## src/rtl/sram_march_engine.sv

```systemverilog
// March-style SRAM test engine: streams pattern writes and read-compares
// over an address window, logging the first mismatch and an error count.
module sram_march_engine #(
  parameter int ADDR_W = 10,
  parameter int DATA_W = 8,
  parameter int RD_LAT = 1
) (
  input  logic              clk,
  input  logic              reset_n,
  input  logic              enable,
  input  logic              start,
  input  logic [ADDR_W-1:0] sta_addr,
  input  logic [ADDR_W:0]   length,
  input  logic [1:0]        op,
  input  logic [1:0]        pat_mode,
  input  logic [DATA_W-1:0] pattern,
  input  logic [DATA_W-1:0] s_qdata,
  output logic              s_cen,
  output logic              s_wen,
  output logic              s_oen,
  output logic [ADDR_W-1:0] s_addr,
  output logic [DATA_W-1:0] s_ddata,
  output logic              busy,
  output logic              done,
  output logic              fail,
  output logic              aborted,
  output logic [15:0]       err_count,
  output logic [ADDR_W-1:0] fail_addr,
  output logic [DATA_W-1:0] fail_data
);

  localparam int CW = ADDR_W + 1;
  localparam int XW = (ADDR_W < DATA_W) ? ADDR_W : DATA_W;

  typedef enum logic [2:0] {
    S_IDLE, S_WRITE, S_READ, S_DRAIN, S_DONE
  } state_t;

  state_t state_q, state_d;

  logic              start_q;
  logic [ADDR_W-1:0] base_q, base_d;
  logic [CW-1:0]     len_q, len_d;
  logic [CW-1:0]     cnt_q, cnt_d;
  logic [1:0]        op_q, op_d;
  logic [1:0]        mode_q, mode_d;
  logic [DATA_W-1:0] pat_q, pat_d;
  logic [ADDR_W-1:0] addr_q, addr_d;
  logic [DATA_W-1:0] ddata_q, ddata_d;
  logic              done_q, done_d;
  logic              fail_q, fail_d;
  logic              abrt_q, abrt_d;
  logic [15:0]       err_q, err_d;
  logic [ADDR_W-1:0] faddr_q, faddr_d;
  logic [DATA_W-1:0] fdata_q, fdata_d;

  logic [RD_LAT-1:0] pv_q, pv_d;
  logic [ADDR_W-1:0] pa_q [RD_LAT];
  logic [ADDR_W-1:0] pa_d [RD_LAT];
  logic [DATA_W-1:0] pe_q [RD_LAT];
  logic [DATA_W-1:0] pe_d [RD_LAT];

  logic              accept;
  logic              abort;
  logic              last;
  logic              mismatch;
  logic [1:0]        op_n;
  logic [1:0]        mode_n;
  logic [ADDR_W-1:0] addr_nx;

  function automatic logic [DATA_W-1:0] exp_data(
    input logic [ADDR_W-1:0] a,
    input logic [1:0]        m,
    input logic [DATA_W-1:0] p
  );
    logic [DATA_W-1:0] key;
    logic [DATA_W-1:0] r;
    key = '0;
    key[XW-1:0] = a[XW-1:0];
    unique case (m)
      2'b01:   r = p ^ key;
      2'b10:   r = a[0] ? ~p : p;
      default: r = p;
    endcase
    return r;
  endfunction

  // Reserved encodings collapse to the plain variants.
  assign op_n   = (op == 2'b11) ? 2'b00 : op;
  assign mode_n = (pat_mode == 2'b11) ? 2'b00 : pat_mode;

  assign accept = (state_q == S_IDLE) && enable
                && start && !start_q;
  assign abort  = !enable && (state_q == S_WRITE
                || state_q == S_READ
                || state_q == S_DRAIN);
  assign last   = (cnt_q == CW'(1));
  assign addr_nx = addr_q + ADDR_W'(1);

  assign mismatch = pv_q[RD_LAT-1] && !abort
                  && (s_qdata != pe_q[RD_LAT-1]);

  always_ff @(posedge clk or negedge reset_n) begin
    if (!reset_n) begin
      state_q <= S_IDLE;
    end else begin
      state_q <= state_d;
    end
  end

  always_comb begin
    state_d = state_q;
    unique case (state_q)
      S_IDLE: begin
        if (accept) begin
          if (length == '0)
            state_d = S_DONE;
          else if (op_n == 2'b01)
            state_d = S_READ;
          else
            state_d = S_WRITE;
        end
      end
      S_WRITE: begin
        if (abort)
          state_d = S_IDLE;
        else if (last)
          state_d = (op_q == 2'b10) ? S_READ : S_DONE;
      end
      S_READ: begin
        if (abort)
          state_d = S_IDLE;
        else if (last)
          state_d = S_DRAIN;
      end
      S_DRAIN: begin
        if (abort)
          state_d = S_IDLE;
        else if (last)
          state_d = S_DONE;
      end
      S_DONE:  state_d = S_IDLE;
      default: state_d = S_IDLE;
    endcase
  end

  always_comb begin
    s_cen = 1'b1;
    s_wen = 1'b1;
    s_oen = 1'b1;
    busy  = 1'b0;
    unique case (1'b1)
      (state_q == S_WRITE): begin
        s_cen = 1'b0;
        s_wen = 1'b0;
        busy  = 1'b1;
      end
      (state_q == S_READ): begin
        s_cen = 1'b0;
        s_oen = 1'b0;
        busy  = 1'b1;
      end
      (state_q == S_DRAIN): busy = 1'b1;
      default: ;
    endcase
  end

  always_comb begin
    base_d  = base_q;
    len_d   = len_q;
    op_d    = op_q;
    mode_d  = mode_q;
    pat_d   = pat_q;
    cnt_d   = cnt_q;
    addr_d  = addr_q;
    ddata_d = ddata_q;
    done_d  = done_q;
    fail_d  = fail_q;
    abrt_d  = abrt_q;
    err_d   = err_q;
    faddr_d = faddr_q;
    fdata_d = fdata_q;

    if (accept) begin
      base_d  = sta_addr;
      len_d   = length;
      op_d    = op_n;
      mode_d  = mode_n;
      pat_d   = pattern;
      cnt_d   = length;
      done_d  = 1'b0;
      fail_d  = 1'b0;
      abrt_d  = 1'b0;
      err_d   = '0;
      faddr_d = '0;
      fdata_d = '0;
      if (length != '0) begin
        addr_d = sta_addr;
        if (op_n != 2'b01)
          ddata_d = exp_data(sta_addr, mode_n, pattern);
      end
    end

    if (abort) begin
      abrt_d = 1'b1;
    end else if (state_q == S_WRITE) begin
      cnt_d = cnt_q - CW'(1);
      if (!last) begin
        addr_d  = addr_nx;
        ddata_d = exp_data(addr_nx, mode_q, pat_q);
      end else if (op_q == 2'b10) begin
        addr_d = base_q;
        cnt_d  = len_q;
      end
    end else if (state_q == S_READ) begin
      cnt_d = last ? CW'(RD_LAT) : cnt_q - CW'(1);
      if (!last)
        addr_d = addr_nx;
    end else if (state_q == S_DRAIN) begin
      cnt_d = cnt_q - CW'(1);
    end

    if (mismatch) begin
      err_d = (&err_q) ? err_q : err_q + 16'd1;
      if (!fail_q) begin
        fail_d  = 1'b1;
        faddr_d = pa_q[RD_LAT-1];
        fdata_d = s_qdata;
      end
    end

    if (state_d == S_DONE && state_q != S_DONE)
      done_d = 1'b1;
  end

  // Read-compare pipeline aligns address/expected data with s_qdata.
  always_comb begin
    pv_d[0] = (state_q == S_READ) && !abort;
    pa_d[0] = addr_q;
    pe_d[0] = exp_data(addr_q, mode_q, pat_q);
    for (int i = 1; i < RD_LAT; i++) begin
      pv_d[i] = pv_q[i-1] && !abort;
      pa_d[i] = pa_q[i-1];
      pe_d[i] = pe_q[i-1];
    end
  end

  always_ff @(posedge clk or negedge reset_n) begin
    if (!reset_n) begin
      start_q <= 1'b0;
      base_q  <= '0;
      len_q   <= '0;
      cnt_q   <= '0;
      op_q    <= '0;
      mode_q  <= '0;
      pat_q   <= '0;
      addr_q  <= '0;
      ddata_q <= '0;
      done_q  <= 1'b0;
      fail_q  <= 1'b0;
      abrt_q  <= 1'b0;
      err_q   <= '0;
      faddr_q <= '0;
      fdata_q <= '0;
      pv_q    <= '0;
      pa_q    <= '{default: '0};
      pe_q    <= '{default: '0};
    end else begin
      start_q <= start;
      base_q  <= base_d;
      len_q   <= len_d;
      cnt_q   <= cnt_d;
      op_q    <= op_d;
      mode_q  <= mode_d;
      pat_q   <= pat_d;
      addr_q  <= addr_d;
      ddata_q <= ddata_d;
      done_q  <= done_d;
      fail_q  <= fail_d;
      abrt_q  <= abrt_d;
      err_q   <= err_d;
      faddr_q <= faddr_d;
      fdata_q <= fdata_d;
      pv_q    <= pv_d;
      pa_q    <= pa_d;
      pe_q    <= pe_d;
    end
  end

  assign s_addr    = addr_q;
  assign s_ddata   = ddata_q;
  assign done      = done_q;
  assign fail      = fail_q;
  assign aborted   = abrt_q;
  assign err_count = err_q;
  assign fail_addr = faddr_q;
  assign fail_data = fdata_q;

endmodule
```

## config.mk

```make
export PLATFORM = sky130hd
export DESIGN_NAME = sram_march_engine
export DESIGN_NICKNAME = d
export VERILOG_FILES = /design/src/rtl/sram_march_engine.sv
export SDC_FILE = /design/constraint.sdc
export NUM_CORES = 1
export LEC_CHECK = 0
export BUFFER_PORTS_ARGS = -buffer_cell sky130_fd_sc_hd__clkbuf_2
export CAP_MARGIN = 30
export CELL_PAD_IN_SITES_DETAIL_PLACEMENT = 0
export CELL_PAD_IN_SITES_GLOBAL_PLACEMENT = 1
export CORE_UTILIZATION = 45
export CTS_BUF_LIST = sky130_fd_sc_hd__clkbuf_16
export DETAILED_ROUTE_END_ITERATION = 10
export PLACE_DENSITY_LB_ADDON = 0.1
export SYNTH_ARGS = -nofsm -noshare
export SYNTH_HDL_FRONTEND = slang
export SYNTH_SLANG_ARGS = --single-unit
```

## constraint.sdc

```tcl
create_clock -name clk -period 4.3 [get_ports clk]
set_clock_uncertainty 0.2 [all_clocks]
set_input_delay 0.215 -clock clk [delete_from_list [all_inputs] [get_ports clk]]
set_output_delay 0.215 -clock clk [all_outputs]
set_load 0.02 [all_outputs]
```

# Yosys cells after proc, flatten, opt, wreduce, memory -nomap -nowiden
# Index checks and enable logic that the tools add are counted.
[totals] ff_bits=122 in_bits=45 out_inout_bits=59 wordCells=127
[classes] add_sub_neg=3 eq_ne=17 n_mux=60 n_bitwise=5 reduce_logical=23
[op_table] op="$mux W10" count=11
[op_table] op="$mux W8" count=12
[op_table] op="$mux W11" count=8
[op_table] op="$mux W16" count=3
[op_table] op="$pmux W8 S2" count=3
[op_table] op="$mux W3" count=9
[op_table] op="$xor A8 B8 Y8" count=3
[op_table] op="$add A16 B1 Y16 const B" count=1
[op_table] op="$not A8 Y8" count=2
[op_table] op="$reduce_and A16 Y1" count=1
[op_table] op="$pmux W3 S4" count=1
[op_table] op="$eq A11 B1 Y1 const B" count=1
[op_table] op="$logic_not A11 Y1" count=1
[op_table] op="$reduce_bool A11 Y1" count=1
[op_table] op="$sub A11 B1 Y11 const B" count=1
[op_table] op="$add A10 B1 Y10 const B" count=1
[op_table] op="$eq A2 B2 Y1 const B" count=5
[op_table] op="$mux W1" count=10
[op_table] op="$logic_and A1 B1 Y1" count=8
[op_table] op="$ne A8 B8 Y1" count=1
[op_table] op="$eq A2 B1 Y1 const B" count=3
[op_table] op="$eq A3 B2 Y1 const B" count=2
[op_table] op="$mux W2" count=3
[op_table] op="$reduce_bool A2 Y1" count=3
[op_table] op="11 further kinds" count=14

# Longest topological paths before layout
# Gate-level depths: netlist of the first run.
[logic_depth] ltp_word=10 depth_mapped=9 depth_no_buf=7

# Worst setup path after synthesis of the first run
# No wires, ideal clock.
[synth_timing] path_type="register to register" startpoint="register err_q[0], in the netlist err_count[0]" endpoint="register err_q[14], in the netlist err_count[14]" setup_ns=0.078 arrival_ns=1.828 required_time_ns=4.022 slack_ns=2.195 stages_incl_launch_ff=8 n_path_buf=1 synth_period_minus_slack_ns=2.105 cell_sequence="dfrtp_1 ha_1 nand2_1 nor3_4 and3_1 buf_4 or4_1 a21oi_1"
[synth_between] elab_chain_len=3 word_cells_on_any_way=6 cone_classes="add/sub: 1; eq/ne: 1; mux: 2; reduce/logical: 2"
[synth_rtl] item="from (decl)" line_no="53" source="logic [15:0] err_q, err_d;"
[synth_rtl] item="from (signal assigned)" line_no="281" source="err_q <= err_d;"
[synth_rtl] item="$add A16 B1 Y16 or $reduce_and A16 Y1 (tied branches)" line_no="224" source="err_d = (&err_q) ? err_q : err_q + 16'd1;"
[synth_rtl] item="$mux W16 or $ne A2 B2 Y1 (tied branches)"
[synth_rtl] item="$mux W16 or $reduce_and A2 Y1 (tied branches)"
# Parallel ways exist; a longest one is shown, timed or not. The select of a mux whose other input is x is not followed.
# A chain may end at the register's enable or synchronous reset.

# Worst setup path after layout of the first run
[layout_timing] startpoint="input port length[0]" endpoint="register addr_q[0], in the netlist s_addr[0]"
[layout_between] elab_chain_len=7 word_cells_on_any_way=9 cone_classes="mux: 8; reduce/logical: 1"
[layout_rtl] item="from (decl)" line_no="13" source="input logic [ADDR_W:0] length,"
[layout_rtl] item="$reduce_bool A11 Y1 *" line_no="197" source="if (length != '0) begin"
[layout_rtl] item="$mux W10 *" line_no="197"
[layout_rtl] item="$mux W10 *" line_no="184" source="if (accept) begin"
[layout_rtl] item="$mux W10, on equally long branches" line_no="217, 211"
[layout_rtl] item="$mux W10, on equally long branches" line_no="215, 208"
[layout_rtl] item="$mux W10" line_no="206" source="end else if (state_q == S_WRITE) begin"
[layout_rtl] item="$mux W10 *" line_no="204" source="if (abort) begin"
[layout_rtl] item="named net addr_d[0]" line_no="48" source="logic [ADDR_W-1:0] addr_q, addr_d;"
[layout_rtl] item="to (signal assigned)" line_no="276" source="addr_q <= addr_d;"
[layout_rtl] item="to (decl)" line_no="48"
# Mark *: on every way through the listed nets, which the timed path passes. The rest lies on a longest branch.

==> results of run 1 <==
## report_power, final
group | internal [mW] | switching [mW]
registers | 1.48 | 0.379
logic | 0.583 | 0.830
clock network | 0.909 | 0.534
## routing by layer
metal / GRT usage [%] / vias up / share of wire (%) / wire (um)
met3: 5.22 / 18 / 4.8 / 872
met2: 38.4 / 166 / 45 / 8180
met4: 8.85 / 0 / 1.3 / 237
li1: - / 2858 / - / -
met5: 0 / - / 0 / 0
met1: 34.6 / 2848 / 48 / 8730
## per-stage QoR
step | hold slack [ps] | power, mW
2_1_floorplan | -281 | 2.77
3_3_place_gp | 140 | 3.22
3_5_place_dp | 143 | 3.25
4_1_cts | 24.9 | 4.75
5_1_grt | 71.6 | 5.00
6_report | 48.3 | 4.71
## flip-flops by register name, indices dropped and copies added (netlist names), 2 cells and up
name,flops
pa_q,10
s_addr,10
fail_data,8
pe_q,8
op_q,2
cnt_q,11
s_ddata,8
mode_q,2
fail_addr,10
len_q,11
state_q,3
pat_q,8
base_q,10
err_count,16
## area by class of cell
class / count / area share [%]
timing repair buffer: 150 / 12.0
multi-input combinational: 549 / 40.6
clock inverter: 15 / 2.12
inverter: 17 / 0.766
tap: 184 / 2.76
sequential: 122 / 36.6
clock buffer: 17 / 5.11
## Yosys cell counts (3+ instances only)
cell,count,area share [%]
and4_1,3,0.39
ha_1,8,1.5
nor2_1,42,2.3
nand4_1,8,0.75
o21ai_0,41,3.1
buf_1,5,0.28
mux2_2,20,3.4
a222oi_1,6,0.90
o21ai_1,5,0.37
or4_1,8,0.90
o211ai_1,9,1.0
nor3_2,3,0.45
a31oi_1,6,0.56
xnor2_1,11,1.4
nand3_1,24,1.8
buf_2,9,0.67
inv_1,16,0.90
a21oi_1,31,2.3
mux2i_1,22,3.3
nor2b_1,7,0.65
dfrtp_1,122,46
o31ai_1,17,1.9
nand2b_1,9,0.84
nor3_1,8,0.60
and3_1,3,0.28
a22oi_1,9,1.0
or3_1,4,0.37
nand2_1,167,9.3
a221o_1,10,1.5
xor2_1,14,1.8
a21o_1,11,1.2
buf_4,7,0.78
buf_6,3,0.50
clkbuf_1,17,0.95
and2_1,5,0.47
## logic make-up (layout without fill, tap and decap cells)
group / after synthesis / after routing / synth area share, %
AND/OR/NAND/NOR: 309 / 309 / 22.2
AO/OA/AOI/OAI: 165 / 165 / 16.8
adder cells (fa/ha/maj): 8 / 8 / 1.49
buffers and inverters: 58 / 199 / 4.14
multiplexers: 42 / 42 / 6.64
XOR/XNOR: 25 / 25 / 3.26
flip-flops: 122 / 122 / 45.5
## worst reg2reg max path, cell delays in order (launching register included)
cell	delay (ps)
dfrtp_1	380
inv_1	80
ha_1	550
clkinv_1	430
nor2_1	260
mux2i_1	100
a2111o_1	410
o211ai_1	130
## how the worst max path moves through the flow
stage	endpoint	cells after the start
2_1_floorplan	err_count[14]	7
3_3_place_gp	cnt_q[0]	6
3_5_place_dp	s_addr[0]	6
4_1_cts	s_addr[0]	7
5_1_grt	s_ddata[7]	7
6_report	s_addr[0]	7
==> summary.txt, run 1 <==
nets -> 910
post-route ant nets -> 0
design area -> 0.00833 mm^2
Antenna Cells -> 0
WL/cell -> 17.1 um
post-synth cell types -> 64
VDD IR-drop max -> 0.318 mV
Worst EP required -> 4400 ps
Seq/Total Area, Yosys -> 45.5%
CTS Hold Buffers Added -> 42
Pre-antenna DRT Iters -> 5
Total GRT Usage -> 24.9%
Core ar. -> 0.0145 mm^2
Fill cells -> 1,325
full die area -> 0.0154 mm^2
post-synthesis net count -> 782
min-delay src -> sta_addr[0]
CP Launch Type -> input port
Die Width -> 124 um
outcome -> completed
most common cell after layout, fill and taps aside -> nand2_1
fin crit period -> 2760 ps
IO buf count -> 103
Tcrit/Tclk final -> 64.3%
Clock transition at path regs -> 60 ps
dpl cell area -> 0.00731 mm^2
PD cells -> 565 mW/mm^2
Pins Over Slew Limit -> 0
Ys Warns -> 0
drt total wl -> 18.0 mm
R2R setup slack -> 1650 ps
Hold Crit Depth -> 3
drc violations -> 0
global-route wire length before repair -> 29.2 mm
area occupied by multi-input gates -> 0.00339 mm^2
clock sink count -> 122
fin util -> 57.3%
final non-filler cell total -> 1,054
CTS tree -> yes
post-synth design cell area -> 0.00671 mm^2
worst-path fanout max -> 11
Starting Density -> 46.2%
Crit path largest cell delay -> 590 ps
RSZ-0062 raised after global routing -> false
Clock Latency Late Sink -> 420 ps
FF/Latch Area -> 0.00305 mm^2
GP Congestion -> 0.860
postcts setup bufs -> 0
clk root buf -> clkbuf_16
share of cells above drive strength 1 -> 20.8%
Fmax -> 362 MHz
most frequent cells in the layout -> nand2_1 (167), dfrtp_1 (122), clkbuf_2 (102)
worst hold path type -> in -> reg
CTS max path bufs -> 2
# H-tree levels -> 4
worst reg2reg path endpoint -> s_ddata[7]
CP endpoint kind -> flip-flop
CP top delay family -> simple AND/OR/NAND/NOR gates
# rows -> 44
dpl cells -> 980
Critical R2R Launch -> mode_q[1]
Hold Vio Cnt, Final -> 0
Leakage -> 3.93 nW
Reg2Reg Depth -> 7
Synth-to-Final Area Change -> 24.2%
via count -> 5,890
routed vias/inst -> 5.59
Crit Path Class -> in -> reg
#FFs+latches synth -> 122
DR iter-0 viols -> 418
Post-synth EDFFs -> 0
grt total ovfl -> 0
Tightest Pin Transition -> 887 ps
setup TNS -> 0 ps
Buf+Inv Stages, Crit Path -> 2
Worst path slowest cell -> nand2b_1
Max Cap Violations -> 0
DP HPWL -> 12.2 mm
worst setup path start -> length[0]
Die Ht -> 124 um
Setup Viol. Count Final -> 0
DP Worst Slack -> 1690 ps
syn_area_per_cell -> 9.20 um^2
crit-path cells -> dlygate4sd3_1 > clkbuf_2 > nor4_1 > and3_1 > nand2b_1 > mux2_2 > a32o_1
crit path DAT -> 2870 ps
Syn Inst Count -> 729
Worst slew margin -> 40.7%
vias in the first global route -> 5,625
I/O Pins -> 104
Worst Hold Endpoint -> base_q[0]
async set-reset flop share out of synthesis -> 100%
initial antenna violation count -> 0
post-cts gate resize count -> 0
top_reg_cell synth -> dfrtp_1
Inserted Clock Buffers -> 17
Final WS setup -> 1540 ps
largest net degree at the start of global routing -> 72
Power figures use the tool's default switching activity.
==> run 2: changes to the inputs <==
--- a/config.mk
+++ b/config.mk
@@ -9,7 +9,7 @@
 export CAP_MARGIN = 30
 export CELL_PAD_IN_SITES_DETAIL_PLACEMENT = 0
 export CELL_PAD_IN_SITES_GLOBAL_PLACEMENT = 1
-export CORE_UTILIZATION = 45
+export CORE_UTILIZATION = 39
 export CTS_BUF_LIST = sky130_fd_sc_hd__clkbuf_16
 export DETAILED_ROUTE_END_ITERATION = 10
 export PLACE_DENSITY_LB_ADDON = 0.1
==> constraint.sdc (replaced) <==
create_clock -name clk -period 2.4 [get_ports clk]
set_clock_uncertainty 0.2 [all_clocks]
set_input_delay 0.12 -clock clk [delete_from_list [all_inputs] [get_ports clk]]
set_output_delay 0.12 -clock clk [all_outputs]
set_load 0.02 [all_outputs]
==> summary.txt, run 2 (same netlist as run 1, synthesis figures left out) <==
outcome -> completed
Fmax -> 446 MHz
design area -> 0.00867 mm^2
Inserted Clock Buffers -> 17
crit path DAT -> 1920 ps
GP Congestion -> 0.825
share of cells above drive strength 1 -> 23.9%
most common cell after layout, fill and taps aside -> nand2_1
# H-tree levels -> 4
Max Cap Violations -> 0
DP HPWL -> 13.7 mm
Leakage -> 4.16 nW
Pre-antenna DRT Iters -> 5
Worst path slowest cell -> dfrtp_1
Critical R2R Launch -> err_count[0]
drc violations -> 0
setup TNS -> 0 ps
nets -> 952
Clock transition at path regs -> 50 ps
worst reg2reg path endpoint -> err_count[9]
vias in the first global route -> 6,032
via count -> 6,038
DR iter-0 viols -> 376
Worst slew margin -> 62.8%
most frequent cells in the layout -> nand2_1 (167), dfrtp_1 (122), clkbuf_2 (102)
clock sink count -> 122
Die Ht -> 133 um
drt total wl -> 19.1 mm
initial antenna violation count -> 0
Pins Over Slew Limit -> 0
Synth-to-Final Area Change -> 29.2%
Buf+Inv Stages, Crit Path -> 3
routed vias/inst -> 5.33
Tcrit/Tclk final -> 93.4%
Clock Latency Late Sink -> 410 ps
worst hold path type -> in -> async
Starting Density -> 40.2%
Total GRT Usage -> 22.9%
fin util -> 51.9%
fin crit period -> 2240 ps
R2R setup slack -> 200 ps
postcts setup bufs -> 0
Die Width -> 133 um
CP top delay family -> buffers and inverters
Crit Path Class -> reg -> out
WL/cell -> 16.9 um
PD cells -> 994 mW/mm^2
Hold Vio Cnt, Final -> 0
Crit path largest cell delay -> 480 ps
RSZ-0062 raised after global routing -> false
worst-path fanout max -> 6
IO buf count -> 103
clk root buf -> clkbuf_16
CP endpoint kind -> output pin
number of flip-flops in the largest register -> 16
Setup Viol. Count Final -> 0
Tightest Pin Transition -> 553 ps
crit-path cells -> buf_4 > xor2_1 > nor2b_1 > inv_1 > clkbuf_2
Core ar. -> 0.0167 mm^2
Worst EP required -> 2080 ps
# rows -> 47
grt total ovfl -> 0
full die area -> 0.0177 mm^2
Antenna Cells -> 0
Pwr Total -> 8.62 mW
CTS tree -> yes
CTS max path bufs -> 2
largest net degree at the start of global routing -> 72
post-route ant nets -> 0
VDD IR-drop max -> 0.662 mV
CP Launch Type -> flip-flop
global-route wire length before repair -> 32.0 mm
I/O Pins -> 104
Fill cells -> 1,655
dpl cell area -> 0.00767 mm^2
Reg2Reg Depth -> 7
run 2: worst register-to-register path, stage by stage (launching register included):
cell and delay (ps):
dfrtp_1 380, ha_1 230, nand2_1 140, nor3_4 80, and3_1 270, buf_4 200
or4_1 470, a21oi_1 160
run 2: stage by stage:
| stage | setup slack, ps | hold WS, ps | std cells |
|---|---|---|---|
| 2_1_floorplan | 295 | -376 | 729 |
| 3_3_place_gp | 232 | -96.8 | 1057 |
| 3_5_place_dp | 135 | -85.5 | 1057 |
| 4_1_cts | 127 | 18.1 | 1132 |
| 5_1_grt | 57.0 | 36.2 | 1132 |
| 6_report | 158 | 2.39 | 1132 |
run 2: how the worst max path moves through the flow:
| stage | start | end | slack [ps] | depth (start not counted) |
|---|---|---|---|---|
| 2_1_floorplan | err_count[0] | err_count[14] | 290 | 7 |
| 3_3_place_gp | pat_mode[0] | s_ddata[7] | 230 | 8 |
| 3_5_place_dp | cnt_q[1] | cnt_q[1] | 130 | 6 |
| 4_1_cts | cnt_q[1] | cnt_q[1] | 130 | 6 |
| 5_1_grt | err_count[2] | err_count[12] | 60 | 5 |
| 6_report | state_q[1] | s_cen | 160 | 5 |
run 2: what timing repair did:
action | in CTS | in global routing
gates resized for setup | 0 | 1
hold buffers | 43 | 0
setup endpoints to repair | 0 | 1
endpoints found under the hold margin | 186 | 0
run 2: area by class of cell:
| class | count | area (um^2) | share of cell area (%) |
|---|---|---|---|
| clock buffer | 17 | 425 | 4.91 |
| clock inverter | 15 | 144 | 1.66 |
| inverter | 17 | 63.8 | 0.736 |
| multi-input combinational | 549 | 3390 | 39.1 |
| sequential | 122 | 3050 | 35.2 |
| tap | 220 | 275 | 3.18 |
| timing repair buffer | 192 | 1320 | 15.2 |
run 2: routing by layer:
| layer | part of all wire (%) | global-route usage (%) |
|---|---|---|
| met5 | 0 | 0 |
| met4 | 1.1 | 7.01 |
| met3 | 4.4 | 3.35 |
| met2 | 45 | 35.4 |
| met1 | 49 | 33.1 |
run 2: report_power, final:
part / internal, mW / switching [mW] / leakage (nW) / total (mW)
clock: 1.59 / 0.895 / 0.297 / 2.49
combinational: 1.23 / 1.73 / 2.28 / 2.96
sequential: 2.65 / 0.519 / 1.58 / 3.17
total: 5.47 / 3.14 / 4.16 / 8.62
